### config.mk
export PLATFORM = sky130hd
export DESIGN_NAME = memory_port_arbiter
export DESIGN_NICKNAME = d
export VERILOG_FILES = /design/src/rtl/memory_port_arbiter_pkg.sv /design/src/rtl/memory_grant_select.sv /design/src/rtl/memory_port_arbiter.sv
export SDC_FILE = /design/constraint.sdc
export NUM_CORES = 1
export LEC_CHECK = 0
export CAP_MARGIN = 15
export CORE_ASPECT_RATIO = 0.7
export CORE_MARGIN = 2
export CORE_UTILIZATION = 41
export CTS_CLUSTER_SIZE = 14
export DETAILED_ROUTE_END_ITERATION = 8
export MAX_ROUTING_LAYER = met4
export PLACE_DENSITY = 0.81
export SYNTH_ARGS = -nofsm -noshare
export SYNTH_HDL_FRONTEND = slang
export SYNTH_SLANG_ARGS = --single-unit
### constraint.sdc
create_clock -name clock -period 1.8 [get_ports clock]
set_input_delay 0.18 -clock clock [delete_from_list [all_inputs] [get_ports clock]]
set_output_delay 0.18 -clock clock [all_outputs]
set_load 0.05 [all_outputs]
### src/rtl/memory_port_arbiter_pkg.sv
// memory_port_arbiter_pkg
//   Shared definitions for the unified memory port arbiter: FSM state
//   encodings, transaction owner type and the fixed read byte-enable value.
//   Imported by memory_port_arbiter and memory_grant_select.
package memory_port_arbiter_pkg;

    // Arbiter FSM state encodings (kept as plain constants for older tools).
    typedef logic [1:0] arb_state_t;
    localparam arb_state_t ARB_IDLE  = 2'd0;
    localparam arb_state_t ARB_ISSUE = 2'd1;
    localparam arb_state_t ARB_WAIT  = 2'd2;

    // Which requester owns the transaction currently on the bus.
    typedef enum logic {
        OWNER_FETCH = 1'b0,
        OWNER_DATA  = 1'b1
    } owner_t;

    // Reads always request the full word.
    localparam logic [3:0] READ_BYTE_ENABLE = 4'b1111;

endpackage

### src/rtl/memory_grant_select.sv
// memory_grant_select
//   Combinational winner selection between the fetch side and the data
//   (load/store) side of the memory port arbiter.
//   Config macro: MEM_ARB_ROUND_ROBIN_EN -- when defined, contention is
//   resolved by alternating against last_winner and DATA_PRIORITY is ignored;
//   when undefined, DATA_PRIORITY gives fixed priority.
// Ports:
//   fetch_request  in   fetch side is asking for the port
//   data_request   in   load or store is asking for the port
//   last_winner    in   previous grant owner (round-robin build only)
//   any_request    out  at least one side is requesting
//   winner         out  side that gets the port if a grant happens
module memory_grant_select
    import memory_port_arbiter_pkg::*;
#(
    parameter int unsigned DATA_PRIORITY = 1
) (
    input  logic   fetch_request,
    input  logic   data_request,
`ifdef MEM_ARB_ROUND_ROBIN_EN
    input  owner_t last_winner,
`endif
    output logic   any_request,
    output owner_t winner
);

    // Pick the winner; only contention needs a policy decision.
    always_comb begin
        any_request = fetch_request | data_request;
        winner      = OWNER_FETCH;
        if (fetch_request && data_request) begin
`ifdef MEM_ARB_ROUND_ROBIN_EN
            // Give the port to whichever side did not win last time.
            if (last_winner == OWNER_FETCH) begin
                winner = OWNER_DATA;
            end else begin
                winner = OWNER_FETCH;
            end
`else
            if (DATA_PRIORITY != 0) begin
                winner = OWNER_DATA;
            end else begin
                winner = OWNER_FETCH;
            end
`endif
        end else if (data_request) begin
            winner = OWNER_DATA;
        end else begin
            winner = OWNER_FETCH;
        end
    end

endmodule

### src/rtl/memory_port_arbiter.sv
// memory_port_arbiter
//   Shares one unified memory port between instruction fetch and the Memory
//   stage load/store path, with at most one transaction outstanding.
//   All requester-facing outputs are registered; there is no combinational
//   path from memory inputs to requester outputs.
//   Config macro: MEM_ARB_ROUND_ROBIN_EN (round-robin arbitration on
//   contention; default build uses fixed priority from DATA_PRIORITY).
// Ports:
//   clock, reset                          synchronous active-high reset
//   fetchRequest/fetchAddress/fetchFlush  fetch request side
//   fetchData/fetchValid                  fetch result, one-cycle pulse
//   loadRequest/storeRequest/dataAddress/storeData/storeByteEnable
//                                         Memory stage request side
//   loadData/loadDataValid/storeComplete  data results, one-cycle pulses
//   memRequest/memWrite/memAddress/memWriteData/memByteEnable
//                                         registered memory request
//   memReady/memResponseValid/memReadData memory handshake and response
module memory_port_arbiter
    import memory_port_arbiter_pkg::*;
#(
    parameter int unsigned DATA_PRIORITY = 1
) (
    input  logic        clock,
    input  logic        reset,
    input  logic        fetchRequest,
    input  logic [31:0] fetchAddress,
    input  logic        fetchFlush,
    output logic [31:0] fetchData,
    output logic        fetchValid,
    input  logic        loadRequest,
    input  logic        storeRequest,
    input  logic [31:0] dataAddress,
    input  logic [31:0] storeData,
    input  logic [3:0]  storeByteEnable,
    output logic [31:0] loadData,
    output logic        loadDataValid,
    output logic        storeComplete,
    output logic        memRequest,
    output logic        memWrite,
    output logic [31:0] memAddress,
    output logic [31:0] memWriteData,
    output logic [3:0]  memByteEnable,
    input  logic        memReady,
    input  logic        memResponseValid,
    input  logic [31:0] memReadData
);

    arb_state_t state_r;
    owner_t     owner_r;
    logic       dropped_r;
    logic       grant_any_s;
    owner_t     grant_winner_s;
    logic       grant_s;
    logic       complete_s;
    logic       flush_hit_s;

`ifdef MEM_ARB_ROUND_ROBIN_EN
    owner_t     last_winner_r;
`endif

    memory_grant_select #(
        .DATA_PRIORITY (DATA_PRIORITY)
    ) u_grant_select (
        .fetch_request (fetchRequest),
        .data_request  (loadRequest | storeRequest),
`ifdef MEM_ARB_ROUND_ROBIN_EN
        .last_winner   (last_winner_r),
`endif
        .any_request   (grant_any_s),
        .winner        (grant_winner_s)
    );

    // Decode grant, completion and flush-hit events for the current cycle.
    always_comb begin
        grant_s     = 1'b0;
        complete_s  = 1'b0;
        flush_hit_s = 1'b0;
        if (state_r == ARB_IDLE) begin
            grant_s = grant_any_s;
        end else begin
            grant_s = 1'b0;
        end
        if (state_r == ARB_ISSUE) begin
            // Ready and response together finish without visiting WAIT.
            complete_s = memReady & memResponseValid;
        end else if (state_r == ARB_WAIT) begin
            complete_s = memResponseValid;
        end else begin
            complete_s = 1'b0;
        end
        // A flush only matters while a fetch owns an active transaction.
        if ((state_r != ARB_IDLE) && (owner_r == OWNER_FETCH)) begin
            flush_hit_s = fetchFlush;
        end else begin
            flush_hit_s = 1'b0;
        end
    end

    // FSM state and the memRequest handshake line.
    always_ff @(posedge clock) begin
        if (reset) begin
            state_r    <= ARB_IDLE;
            memRequest <= 1'b0;
        end else begin
            case (state_r)
                ARB_IDLE: begin
                    if (grant_s) begin
                        state_r    <= ARB_ISSUE;
                        memRequest <= 1'b1;
                    end else begin
                        state_r    <= ARB_IDLE;
                        memRequest <= 1'b0;
                    end
                end
                ARB_ISSUE: begin
                    if (complete_s) begin
                        state_r    <= ARB_IDLE;
                        memRequest <= 1'b0;
                    end else if (memReady) begin
                        state_r    <= ARB_WAIT;
                        memRequest <= 1'b0;
                    end else begin
                        state_r    <= ARB_ISSUE;
                        memRequest <= 1'b1;
                    end
                end
                ARB_WAIT: begin
                    if (complete_s) begin
                        state_r <= ARB_IDLE;
                    end else begin
                        state_r <= ARB_WAIT;
                    end
                    memRequest <= 1'b0;
                end
                default: begin
                    state_r    <= ARB_IDLE;
                    memRequest <= 1'b0;
                end
            endcase
        end
    end

    // Latch owner and request fields at grant; they stay stable until the next grant.
    always_ff @(posedge clock) begin
        if (reset) begin
            owner_r       <= OWNER_FETCH;
            memWrite      <= 1'b0;
            memAddress    <= 32'h0000_0000;
            memWriteData  <= 32'h0000_0000;
            memByteEnable <= 4'b0000;
        end else if (grant_s) begin
            owner_r <= grant_winner_s;
            if (grant_winner_s == OWNER_DATA) begin
                memAddress <= dataAddress;
                // A simultaneous load and store is illegal upstream; store wins.
                if (storeRequest) begin
                    memWrite      <= 1'b1;
                    memWriteData  <= storeData;
                    memByteEnable <= storeByteEnable;
                end else begin
                    memWrite      <= 1'b0;
                    memWriteData  <= 32'h0000_0000;
                    memByteEnable <= READ_BYTE_ENABLE;
                end
            end else begin
                memAddress    <= fetchAddress;
                memWrite      <= 1'b0;
                memWriteData  <= 32'h0000_0000;
                memByteEnable <= READ_BYTE_ENABLE;
            end
        end else begin
            owner_r <= owner_r;
        end
    end

    // Dropped flag: set by any flush seen while a fetch is in flight, cleared on grant.
    always_ff @(posedge clock) begin
        if (reset) begin
            dropped_r <= 1'b0;
        end else if (grant_s) begin
            dropped_r <= 1'b0;
        end else if (flush_hit_s) begin
            dropped_r <= 1'b1;
        end else begin
            dropped_r <= dropped_r;
        end
    end

    // Registered result data and one-cycle completion pulses.
    always_ff @(posedge clock) begin
        if (reset) begin
            fetchData     <= 32'h0000_0000;
            fetchValid    <= 1'b0;
            loadData      <= 32'h0000_0000;
            loadDataValid <= 1'b0;
            storeComplete <= 1'b0;
        end else begin
            fetchValid    <= 1'b0;
            loadDataValid <= 1'b0;
            storeComplete <= 1'b0;
            if (complete_s) begin
                if (owner_r == OWNER_FETCH) begin
                    // A flush in the response cycle itself also drops the fetch.
                    if (!dropped_r && !fetchFlush) begin
                        fetchValid <= 1'b1;
                        fetchData  <= memReadData;
                    end else begin
                        fetchValid <= 1'b0;
                    end
                end else if (memWrite) begin
                    storeComplete <= 1'b1;
                end else begin
                    loadDataValid <= 1'b1;
                    loadData      <= memReadData;
                end
            end else begin
                fetchValid <= 1'b0;
            end
        end
    end

`ifdef MEM_ARB_ROUND_ROBIN_EN
    // Remember the last grant owner; starts at FETCH so first contention goes to data.
    always_ff @(posedge clock) begin
        if (reset) begin
            last_winner_r <= OWNER_FETCH;
        end else if (grant_s) begin
            last_winner_r <= grant_winner_s;
        end else begin
            last_winner_r <= last_winner_r;
        end
    end
`endif

endmodule
==> flow_metrics.tcl, run 1 <==
set metrics [dict create \
    dieArea_um2 14800 \
    ys.warnings.count 0 \
    synth-seq-cells 141 \
    drcViolationCount 0 \
    cts_sinks 141 \
    path_buf_inv 1 \
    finalSetupViolations 0 \
    crit_required_ps 1620 \
    ys_seq_area_share_pct 49.7 \
    max-slew-margin-rel_pct 62.6 \
    run_status "complete, no violations" \
    vdd_drop_max_mv 0.627 \
    synth_area_um2 5680 \
    post_cts_buffers 0 \
    ctsResizeCount 0 \
    hp-class "in -> reg" \
    whs_ps 210 \
    grt_pass1_vias 5507 \
    diodes 0 \
    regArea_um2 2820 \
    post-place-ws_ps -53.1 \
    clock.fmax_ghz 0.568 \
    fin_crit_sh_pct 97.8 \
    synthArstFlopShare_pct 0 \
    cts_tree "yes" \
    worstSetupPathType "reg -> out" \
    synthCells 551 \
    htree_levels 4 \
    rsz0062_at_grt "no" \
    maxCapViolations 0 \
    nets 955 \
    critPathTopFamily "buffers and inverters" \
    worstSkewPairLatency_ps 410 \
    yosys.area.top_type_share_pct 49.7 \
    slowest_stage "clkdlybuf4s50_1" \
    timing.final.ws_setup_ps 39.3 \
    wirelength_um 17300 \
    syn_avg_cell_area_um2 10.3 \
    multi_input_area_um2 2550 \
    syn_nets 691 \
    fillCellCount 996 \
    ys_types 31 \
    ant_nets 0 \
    dp_cells 981 \
    path_cells "clkdlybuf4s50_1" \
    die_w_um 145 \
    root_buffer "clkbuf_16" \
    start_util_pct 42.5 \
    clk_pin_slew_ps 60 \
    numCtsBuffers 17 \
    tightestPinTransition_ps 560 \
    worstPathMaxFanout 2 \
    p_leak_nw 3.93 \
    grt_max_degree 109 \
    first_pass_iters 5 \
    fp.dieH_um 102 \
    start_kind "register" \
    yosysMostFrequentCell "dfxtp_1" \
    core_um2 13400 \
    fin_crit_ps 1760 \
    cts_buffer_depth 2 \
    wire_per_inst_um 17.1 \
    grt_pass1_wl_um 26900 \
    first_iter_violations 273 \
    synth.area.top_cells "dfxtp_1 50%, mux2i_1 11%, nand2b_1 11%, a311oi_1 5.6%, a22o_1 4.9%" \
    crit_path_end_kind "output pin" \
    num_vias 5271 \
    viasPerCell 5.21 \
    post_dp_cell_area_um2 8600 \
    rows 35 \
    synth-main-ff-cell "dfxtp_1" \
    yosysTopAreaCell "dfxtp_1" \
    final_layout_size_suffix_gt1_share_pct 8.22 \
    setup-tns-final_ps 0 \
    holdBufCountCts 0 \
    final_hold_viol_count 0 \
    areaGrowthSynthToFinish_pct 62.2 \
    final_max_slew_viol_count 0 \
    synth_edf_count 0 \
    design_area_um2 9210 \
    place.detailed.hpwl_um 12400 \
    io_pins 277 \
    portBuffers 276 \
    finClkSkew_ps 13.0 \
    critPathMaxStageDelay_ps 830 \
    powerDensity_nw_per_um2 921 \
    grt_overflow 0 \
    gr-usage-all-layers_pct 23.7 \
    antenna_found_initial 0 \
    instances_no_fill 1012 \
    globalplace.congestion 0.835 \
    worstPathArrival_ps 1580 \
    synth_commonest_cells "141 x dfxtp_1, 97 x nand2b_1, 64 x mux2i_1, 37 x a21oi_1, 36 x a311oi_1" \
]
[cell usage in the layout (no fill, tap or decap), drive strengths merged, types with 2 or more instances in the layout]
| cell | synthesis | layout |
|---|---|---|
| nor3 | 2 | 2 |
| mux2i | 64 | 64 |
| a311oi | 36 | 36 |
| clkinvlp | 0 | 5 |
| inv | 4 | 7 |
| a22o | 32 | 32 |
| nor2 | 3 | 3 |
| nor3b | 2 | 2 |
| clkbuf | 33 | 18 |
| nand2 | 34 | 34 |
| clkinv | 0 | 4 |
| o21ba | 2 | 2 |
| a21oi | 39 | 39 |
| buf | 17 | 25 |
| and2 | 2 | 2 |
| o21ai | 33 | 33 |
| dlymetal6s2s | 0 | 25 |
| nand2b | 97 | 97 |
| dfxtp | 141 | 141 |
| clkdlybuf4s50 | 0 | 245 |
| nor4b | 2 | 2 |
[metal layers]
metal / vias up / global-route usage [%] / share of wire, %
met5: - / - / 0
met1: 2520 / 26.1 / 41
met2: 236 / 41.9 / 50
met4: 0 / 7.92 / 2.1
li1: 2484 / - / -
met3: 31 / 6.33 / 7.5
[power breakdown]
part / switching [mW] / total [mW] / internal, mW
Sequential: 0.106 / 3.40 / 3.30
Combinational: 1.05 / 1.84 / 0.787
Clock: 1.35 / 3.24 / 1.90
[final cells by class]
cell class	count	area share (%)
repair buffers	295	33.0
flip-flops and latches	141	30.7
multi-input cells	356	27.7
clock buffers	18	4.66
well taps	185	2.51
clock inverters	13	1.28
inverters	4	0.163
[through the flow]
| stage | utilization (%) | power (mW) |
|---|---|---|
| floorplan | - | 4.53 |
| global placement | 64.4 | 5.27 |
| detailed placement | 64.4 | 5.30 |
| CTS | 68.5 | 8.55 |
| global route | 68.9 | 8.80 |
| finish | 68.9 | 8.48 |
[registers in the layout (all words and copies together), names as in the netlist]
name	flops
memAddress	32
owner_r	1
memWrite	1
dropped_r	1
loadData	32
memRequest	1
memByteEnable	4
fetchValid	1
memWriteData	32
state_r	2
loadDataValid	1
fetchData	32
storeComplete	1
[worst paths after layout]
kind	startpoint	end	slack [ps]	cells after the start
max	memWriteData[14]	memWriteData[14]	40	1
min	reset	memAddress[19]	210	2
max reg2reg	dropped_r	fetchData[5]	210	4
min reg2reg	loadData[18]	loadData[18]	470	2
[kinds of logic (layout without fill, tap and decap cells)]
| group | after synthesis | after routing | synth area share, % |
|---|---|---|---|
| flops | 141 | 141 | 49.7 |
| simple gates | 146 | 146 | 15.3 |
| mux | 64 | 64 | 11.3 |
| buf+inv | 54 | 330 | 5.57 |
| compound gates | 146 | 146 | 18.2 |
Power figures use the tool's default switching activity.
==> run 2, diff against run 1 <==
- TNS_END_PERCENT: default -> 100
==> results of run 2 <==
The final DEF is identical to that of run 1; final timing and power are the same.
==> run 3, diff against run 2 <==
- MAX_ROUTING_LAYER: met4 -> default
- SETUP_SLACK_MARGIN: default -> 0.4
==> run 3 against run 2 <==
Compared with the run above: worst setup slack better by 160 ps; die area unchanged; register-to-register slack about the same; flip-flop and latch count unchanged; design area up 4.6%.
==> flow_metrics.tcl, run 3 (synthesis gave the netlist of run 1 again) <==
set metrics [dict create \
    slowest_stage "or4b_4" \
    htree_levels 4 \
    setup-tns-final_ps 0 \
    final_cell_mix "138 x dfxtp_1, 136 x clkdlybuf4s50_1, 131 x clkdlybuf4s15_2" \
    finalSetupViolations 0 \
    path_cells "or4b_4, a21oi_4, buf_12, buf_12, mux2i_1" \
    portBuffers 276 \
    core_um2 13400 \
    rsz0062_at_grt "yes" \
    cts_buffer_depth 2 \
    root_buffer "clkbuf_16" \
    design_area_um2 9630 \
    globalplace.congestion 0.818 \
    worstPathArrival_ps 1920 \
    wirelength_um 18500 \
    final_max_slew_viol_count 0 \
    ant_nets 0 \
    place.detailed.hpwl_um 12300 \
    cts_tree "yes" \
    wire_per_inst_um 18.0 \
    antenna_found_initial 0 \
    numCtsBuffers 17 \
    first_pass_iters 5 \
    dieArea_um2 14800 \
    num_vias 5288 \
    first_iter_violations 180 \
    p_leak_nw 3.71 \
    worstSkewPairLatency_ps 410 \
    nets 965 \
    grt_pass1_vias 5399 \
    whs_ps 183 \
    viasPerCell 5.17 \
    run_status "complete, no violations" \
    grt_overflow 0 \
    critPathMaxStageDelay_ps 520 \
    powerDensity_nw_per_um2 928 \
    finClkSkew_ps 12.6 \
    grt_pass1_wl_um 27400 \
    fp.dieH_um 102 \
    max-slew-margin-rel_pct 72.0 \
    worstSetupPathType "reg -> reg" \
    fin_crit_sh_pct 88.7 \
    clk_pin_slew_ps 60 \
    crit_path_end_kind "register" \
    totalPowerFinal_mw 8.94 \
    crit_required_ps 2120 \
    hp-class "in -> reg" \
    start_kind "register" \
    path_buf_inv 2 \
    gr-usage-all-layers_pct 24.0 \
    vdd_drop_max_mv 0.750 \
    grt_max_degree 118 \
    tightestPinTransition_ps 420 \
    rows 35 \
    maxCapViolations 0 \
    timing.critical_path.mode_cell "buf_12" \
    holdBufCountCts 0 \
    io_pins 277 \
    drcViolationCount 0 \
    fin_crit_ps 1600 \
    areaGrowthSynthToFinish_pct 69.6 \
    worstPathMaxFanout 8 \
    clock.fmax_ghz 0.626 \
    post_dp_cell_area_um2 8580 \
    critPathTopFamily "simple AND/OR/NAND/NOR gates" \
    die_w_um 145 \
    start_util_pct 42.5 \
    fillCellCount 926 \
    final_hold_viol_count 0 \
    diodes 0 \
    cts_sinks 141 \
    final_layout_size_suffix_gt1_share_pct 26.4 \
    final_common_cell "dfxtp_1" \
]
==> run 3: cell types whose count changed in the layout (fill, tap and decap cells not counted), moves of 3 or more <==
cell | before | now
buf_6 | 0 | 4
clkinvlp_4 | 5 | 1
clkdlybuf4s50_1 | 245 | 136
clkdlybuf4s15_2 | 0 | 131
dlymetal6s2s_1 | 25 | 2
mux2i_1 | 64 | 61
mux2i_2 | 0 | 3
dfxtp_1 | 141 | 138
buf_16 | 0 | 4
clkinv_4 | 1 | 6
==> run 3: path summary, 6_finish.rpt <==
check                    start       endpoint  slack [ps]  depth (start not counted)
setup / recovery     dropped_r  fetchData[19]         200                          5
hold / removal           reset  memAddress[7]         180                          2
setup reg to reg     dropped_r  fetchData[19]         200                          5
hold reg to reg   fetchData[4]   fetchData[4]         470                          2
==> run 3: through the flow <==
stage	worst slack, ps	utilization, %	instances
2_1_floorplan	301	-	551
3_3_place_gp	10.1	64.2	980
3_5_place_dp	-94.7	64.2	980
4_1_cts	206	71.3	1019
5_1_grt	153	72.1	1023
6_report	203	72.1	1023
==> run 3: area by class of cell <==
type                            instances  area (µm²)  area share (%)
Timing Repair Buffer                  303        3320            34.5
Sequential cell                       141        2830            29.4
Multi-Input combinational cell        358        2610            27.1
Clock buffer                           18         439            4.56
Tap cell                              185         231            2.40
Clock inverter                         14         186            1.94
Inverter                                4        15.0           0.156
==> run 3: repair_timing <==
action / 4_1_cts / 5_1_grt
endpoints found under the setup margin: 205 / 119
gates resized for setup: 407 / 16
buffers inserted: 3 / 1
pin swaps: 3 / 2
gates cloned: 4 / 3
==> run 3: where the power goes <==
group	total (mW)	switching (mW)	leakage, nW	internal [mW]
Clock	3.68	1.43	0.304	2.25
Combinational	1.86	1.08	2.25	0.786
Sequential	3.40	0.106	1.15	3.30
==> run 3: metal layers <==
| layer | vias up | track usage, % | part of all wire (%) |
|---|---|---|---|
| li1 | 2520 | - | - |
| met1 | 2501 | 27.3 | 41 |
| met2 | 239 | 42.8 | 49 |
| met3 | 28 | 7.59 | 8.3 |
| met4 | 0 | 8.66 | 1.8 |
| met5 | - | 0 | 0 |
